===== src/rtl/audio_pkg.sv =====
// audio_pkg: shared types and constants for the PWM audio output path.
// Holds the output FSM state type and the ramp helper.
package audio_pkg;

  localparam int PWM_BITS = 8;

  localparam logic [PWM_BITS-1:0] MIDSCALE = 8'h80;

  typedef enum logic [1:0] {
    IDLE,
    RAMP_UP,
    RUN,
    RAMP_DOWN
  } state_t;

  // One ramp step toward mid-scale, from either side.
  function automatic logic [PWM_BITS-1:0] step_toward_mid(
    input logic [PWM_BITS-1:0] lvl
  );
    logic [PWM_BITS-1:0] r;
    r = lvl;
    if (lvl < MIDSCALE) begin
      r = lvl + 8'd1;
    end else if (lvl > MIDSCALE) begin
      r = lvl - 8'd1;
    end
    return r;
  endfunction

endpackage


===== src/rtl/pwm_counter_cmp.sv =====
// pwm_counter_cmp: 256-clock period counter and registered comparator.
// Counter is parked at zero whenever run_en is low.
module pwm_counter_cmp
  import audio_pkg::*;
(
  input  logic                clk,
  input  logic                rst,
  input  logic                run_en,
  input  logic [PWM_BITS-1:0] duty,
  output logic                cnt_wrap,
  output logic                pwm_out,
  output logic                period_start
);

  logic [PWM_BITS-1:0] cnt;

  assign cnt_wrap = run_en && (cnt == '1);

  // Free-running period counter, held at zero while idle.
  always_ff @(posedge clk or posedge rst) begin
    if (rst) begin
      cnt <= '0;
    end else if (run_en) begin
      cnt <= cnt + 8'd1;
    end else begin
      cnt <= '0;
    end
  end

  // Registered compare and start-of-period pulse.
  always_ff @(posedge clk or posedge rst) begin
    if (rst) begin
      pwm_out      <= 1'b0;
      period_start <= 1'b0;
    end else begin
      pwm_out      <= (cnt < duty);
      period_start <= cnt_wrap;
    end
  end

endmodule


===== src/rtl/audio_pwm_out.sv =====
// audio_pwm_out: sample stream to PWM pin with double-buffered duty.
// Soft ramps between silence and mid-scale avoid pops on enable/disable.
module audio_pwm_out
  import audio_pkg::*;
#(
  parameter int RAMP_DIV = 1
) (
  input  logic                clk,
  input  logic                rst,
  input  logic                enable,
  input  logic [PWM_BITS-1:0] sample_in,
  input  logic                sample_valid,
  output logic                pwm_out,
  output logic                period_start,
  output logic                underrun,
  output logic                overrun,
  output logic                running
);

  localparam logic [7:0] DIV_LAST = 8'(RAMP_DIV - 1);

  state_t              state, state_n;
  logic [PWM_BITS-1:0] level, level_n;
  logic [PWM_BITS-1:0] duty, duty_n;
  logic [7:0]          div, div_n;
  logic [PWM_BITS-1:0] shadow, shadow_n;
  logic                shadow_full, full_n;
  logic                underrun_n, overrun_n;

  logic                wrap;
  logic                step_due;
  logic [PWM_BITS-1:0] lvl_mid;
  logic [PWM_BITS-1:0] lvl_dec;

  assign step_due = (div == DIV_LAST);
  assign lvl_mid  = step_toward_mid(level);
  assign lvl_dec  = level - 8'd1;
  assign running  = (state == RUN);

  pwm_counter_cmp u_cnt (
    .clk          (clk),
    .rst          (rst),
    .run_en       (state != IDLE),
    .duty         (duty),
    .cnt_wrap     (wrap),
    .pwm_out      (pwm_out),
    .period_start (period_start)
  );

  // State, ramp and shadow registers.
  always_ff @(posedge clk or posedge rst) begin
    if (rst) begin
      state       <= IDLE;
      level       <= '0;
      duty        <= '0;
      div         <= '0;
      shadow      <= '0;
      shadow_full <= 1'b0;
      underrun    <= 1'b0;
      overrun     <= 1'b0;
    end else begin
      state       <= state_n;
      level       <= level_n;
      duty        <= duty_n;
      div         <= div_n;
      shadow      <= shadow_n;
      shadow_full <= full_n;
      underrun    <= underrun_n;
      overrun     <= overrun_n;
    end
  end

  // Next-state: ramps step only on period boundaries; enable wins.
  always_comb begin
    state_n    = state;
    level_n    = level;
    duty_n     = duty;
    div_n      = div;
    shadow_n   = shadow;
    full_n     = shadow_full;
    underrun_n = 1'b0;
    overrun_n  = 1'b0;

    unique case (state)
      IDLE: begin
        level_n = '0;
        duty_n  = '0;
        div_n   = '0;
        full_n  = 1'b0;
        if (enable) begin
          state_n = RAMP_UP;
        end
      end

      RAMP_UP: begin
        full_n = 1'b0;
        if (!enable) begin
          state_n = RAMP_DOWN;
          div_n   = '0;
        end else if (wrap) begin
          if (level == MIDSCALE) begin
            state_n = RUN;
            div_n   = '0;
          end else if (step_due) begin
            div_n   = '0;
            level_n = lvl_mid;
            duty_n  = lvl_mid;
            if (lvl_mid == MIDSCALE) begin
              state_n = RUN;
            end
          end else begin
            div_n = div + 8'd1;
          end
        end
      end

      RUN: begin
        if (!enable) begin
          state_n = RAMP_DOWN;
          level_n = duty;
          div_n   = '0;
          full_n  = 1'b0;
        end else begin
          if (wrap) begin
            if (shadow_full) begin
              duty_n = shadow;
              full_n = 1'b0;
            end else begin
              underrun_n = 1'b1;
            end
          end
          if (sample_valid) begin
            shadow_n  = sample_in;
            full_n    = 1'b1;
            overrun_n = shadow_full && !wrap;
          end
        end
      end

      RAMP_DOWN: begin
        full_n = 1'b0;
        if (enable) begin
          state_n = RAMP_UP;
          div_n   = '0;
        end else if (wrap) begin
          if (level == '0) begin
            state_n = IDLE;
            div_n   = '0;
          end else if (step_due) begin
            div_n   = '0;
            level_n = lvl_dec;
            duty_n  = lvl_dec;
            if (lvl_dec == '0) begin
              state_n = IDLE;
            end
          end else begin
            div_n = div + 8'd1;
          end
        end
      end
    endcase
  end

endmodule

===== config.mk =====
export PLATFORM = sky130hd
export DESIGN_NAME = audio_pwm_out
export DESIGN_NICKNAME = d
export VERILOG_FILES = /design/src/rtl/audio_pkg.sv /design/src/rtl/pwm_counter_cmp.sv /design/src/rtl/audio_pwm_out.sv
export SDC_FILE = /design/constraint.sdc
export NUM_CORES = 1
export LEC_CHECK = 0
export CORE_ASPECT_RATIO = 1.4
export CORE_UTILIZATION = 37
export DETAILED_ROUTE_END_ITERATION = 10
export HOLD_SLACK_MARGIN = 0.08
export SLEW_MARGIN = 20
export SYNTH_ARGS = -nofsm -noshare
export SYNTH_HDL_FRONTEND = slang
export SYNTH_SLANG_ARGS = --single-unit

===== constraint.sdc =====
create_clock -name clk -period 7.7 [get_ports clk]
set_input_delay 1.155 -clock clk [delete_from_list [all_inputs] [get_ports clk]]
set_output_delay 1.155 -clock clk [all_outputs]
set_load 0.005 [all_outputs]

==> results.cfg <==
[detailed_routing]
dr.pass1.iters = 6
viasPerCell = 5.52
drt_wl_total_mm = 6.77
vias = 2480
highest_layer = met4
drtIter0Drc = 297
ant_nets = 0
detail_route.wl_per_cell_um = 15.1
routedLengthMet1_mm = 2.98
wl_met3_um = 166
route.met2.wl_mm = 3.45
drc = 0

[die]
start_util_pct = 38.5
ios = 17
die_w_um = 78.4
die_area_um2 = 8530
die_height_um = 109
fp-row-count = 38
core-area_um2 = 7850

[power]
powerDensity_nw_per_um2 = 355
power_leakage_nw = 1.42
ir_drop_mv = 0.166
pwr-share-comb_pct = 49.9
p_int_uw = 664
power.switching_uw = 523
sw_frac_of_total_pct = 44.0
clkPwrFrac_pct = 15.9
power_frac_seq_pct = 34.2

[synth]
ys_warn_count = 0
syn_area_um2 = 3020
netlist_top_cells_area = dfrtp_1 (39%), ha_1 (7.9%), nand2_1 (4.8%)
ys_ff_latch = 47
synth_edf_count = 0
seq_area_frac_synth_pct = 38.9
postSynthCellCount = 345
async_flop_share_pct = 100
synth_top_area_cell = dfrtp_1
synthesis.nets = 376
ys.flop_type = dfrtp_1
synth_cell_types = 51
synth_top_area_share_pct = 38.9
synth.avg_cell_area_um2 = 8.75

[final_layout]
fin_cells = 449
fill_cells = 796
area_growth_pct = 10.6
antenna_cells = 0
layout-drive-gt1-share_pct = 7.74
final_nets = 379

[worst_hold_path]
whs_path_depth = 1
hp-class = reg2reg

[sta]
finalHoldViolCount = 0
setup_tns_ns = 0
timing.final.crit_period_ns = 3.31
fmax_mhz = 302
worst_pin_slew_ns = 0.836
slew_viol_final = 0
clock_skew_ns = 0.0155
finalCritPeriodShare_pct = 43.0
rsz0062_at_grt = false
relSlewSlack_pct = 44.2
finalSetupViolations = 0

[job]
maxCapViolCount = 0

[grt]
grt_start_max_net_pins = 48
grt_pass1_vias = 2435
grt_pass1_wl_mm = 12.0
grt.total_usage_pct = 17.9
overflow = 0
antenna_found_initial = 0

[clock_network]
ctsResizeCount = 0
numCtsBuffers = 5
post-cts-setup-buffers = 0
ctsHoldBuffers = 0
insertion_delay_ns = 0.31
clock_sinks = 47
htree_levels = 2
clkTransAtPathRegs_ns = 0.10
cts_tree = built
clk_path_buf_depth = 2
cts-root-buf = clkbuf_8

[setup_path]
endpoint_kind = output pin
arrival_ns = 2.16
required_ns = 6.55
cp_cell_sequence = inv_1, ha_1, clkdlybuf4s50_1
max_stage_delay_ns = 0.67
r2r_cells = 8
critical_path_class = reg2out
cpMaxStageDelayCell = ha_1
crit_path_max_fanout = 23
critPathLaunchType = flop

[place]
place_hpwl_mm = 4.85
place_congestion = 0.920
io_buffers = 16
placed_cells = 441

[outcome]
outcome = finished, final reports clean
## power groups by stage
| stage | Combinational, mW | Sequential, mW | Clock, mW |
|---|---|---|---|
| floorplan | 0.508 | 0.358 | 0 |
| global placement | 0.583 | 0.408 | 0 |
| detailed placement | 0.586 | 0.409 | 0 |
| CTS | 0.593 | 0.404 | 0.194 |
| global route | 0.673 | 0.419 | 0.203 |
| finish | 0.592 | 0.406 | 0.189 |
## per-stage QoR
| step | instance area (um2) | hold slack (ns) | total power [mW] | utilization, % | worst slack (ns) |
|---|---|---|---|---|---|
| after detailed placement | 3220 | 0.453 | 0.996 | 41.1 | 4.35 |
| after global routing | 3340 | 0.487 | 1.30 | 42.6 | 4.21 |
| after CTS | 3340 | 0.469 | 1.19 | 42.6 | 4.39 |
| after floorplan | 3020 | 0.432 | 0.867 | - | 5.03 |
| final | 3340 | 0.467 | 1.19 | 42.6 | 4.39 |
| after global placement | 3220 | 0.456 | 0.991 | 41.1 | 4.43 |
## critical path: cells and delay by family, from the launching register on
family | cells | cell delay, ns
fa+ha+maj | 1 | 0.67
buf+inv | 2 | 0.77
flops | 1 | 0.41
## cells by family after synthesis
group | share of synthesized area [%]
and+or+nand+nor | 20.5
DFF | 38.9
buffers and inverters | 4.93
adders and majority gates | 7.87
muxes | 4.56
AOI/OAI and AO/OA | 20.3
xor gates and xnor gates | 2.90
## flip-flops by register name (all words and copies together) (netlist names)
register            flops
u_cnt.period_start      1
div                     8
level                   8
duty                    8
shadow_full             1
underrun                1
shadow                  8
state                   2
u_cnt.cnt               8
overrun                 1
u_cnt.pwm_out           1
## cells in the final DEF (no fill, tap or decap), drive strengths merged, types with 2 or more instances in the layout
cell,netlist,layout
or3,4,4
a21oi,18,18
a22oi,2,2
a22o,5,5
a31oi,4,4
nand2,39,39
clkdlybuf4s50,0,16
a222oi,2,2
xor2,5,5
xnor2,5,5
mux2,11,11
and3,3,3
ha,19,19
nor3b,2,2
a21o,9,9
or2,2,2
dfrtp,47,47
nor3,10,10
nor4b,2,2
nand4,6,6
o21ai,27,27
a31o,2,2
nand3,16,16
inv,18,18
o211ai,4,4
o31ai,8,8
clkbuf,15,5
a211oi,4,4
nand2b,2,2
nor2b,9,9
nor2,25,25
and2,2,2
## cell usage after synthesis, drive strengths merged (2+ instances only)
cell    count
xor2        5
a211oi      4
or2         2
xnor2       5
nand3      16
a21o        9
buf         5
o31ai       8
o21ai      27
nand4       6
a31o        2
a21oi      18
and2        2
a22o        5
nor4b       2
a22oi       2
ha         19
clkbuf     15
nor2       25
mux2       11
nor3b       2
a31oi       4
a222oi      2
nand2b      2
or3         4
o211ai      4
dfrtp      47
nand2      39
and3        3
nor3       10
nor2b       9
inv        18
## layout make-up
class | count | area, um2 | area share, %
clock buffer | 5 | 68.8 | 2.06
multi-input combinational | 260 | 1700 | 50.7
clock inverter | 3 | 46.3 | 1.39
inverter | 18 | 68.8 | 2.06
timing repair buffer | 16 | 160 | 4.79
tap | 100 | 125 | 3.75
sequential | 47 | 1180 | 35.2
## metal layers
| metal | track usage, % | up-vias |
|---|---|---|
| li1 | - | 1239 |
| met1 | 21.9 | 1189 |
| met2 | 31.0 | 42 |
| met3 | 2.85 | 10 |
| met4 | 7.67 | 0 |
| met5 | 0 | - |
## final timing paths
path,to,slack (ns),start
worst min-delay path,underrun,0.47,shadow_full
worst max register to register,state[1],4.53,state[1]
max in group asynchronous,duty[1],5.89,rst
worst max-delay path,running,4.39,state[0]
min in group asynchronous,u_cnt.period_start,1.30,rst
worst min register to register,underrun,0.47,shadow_full
(Power assumes the default switching activity.)
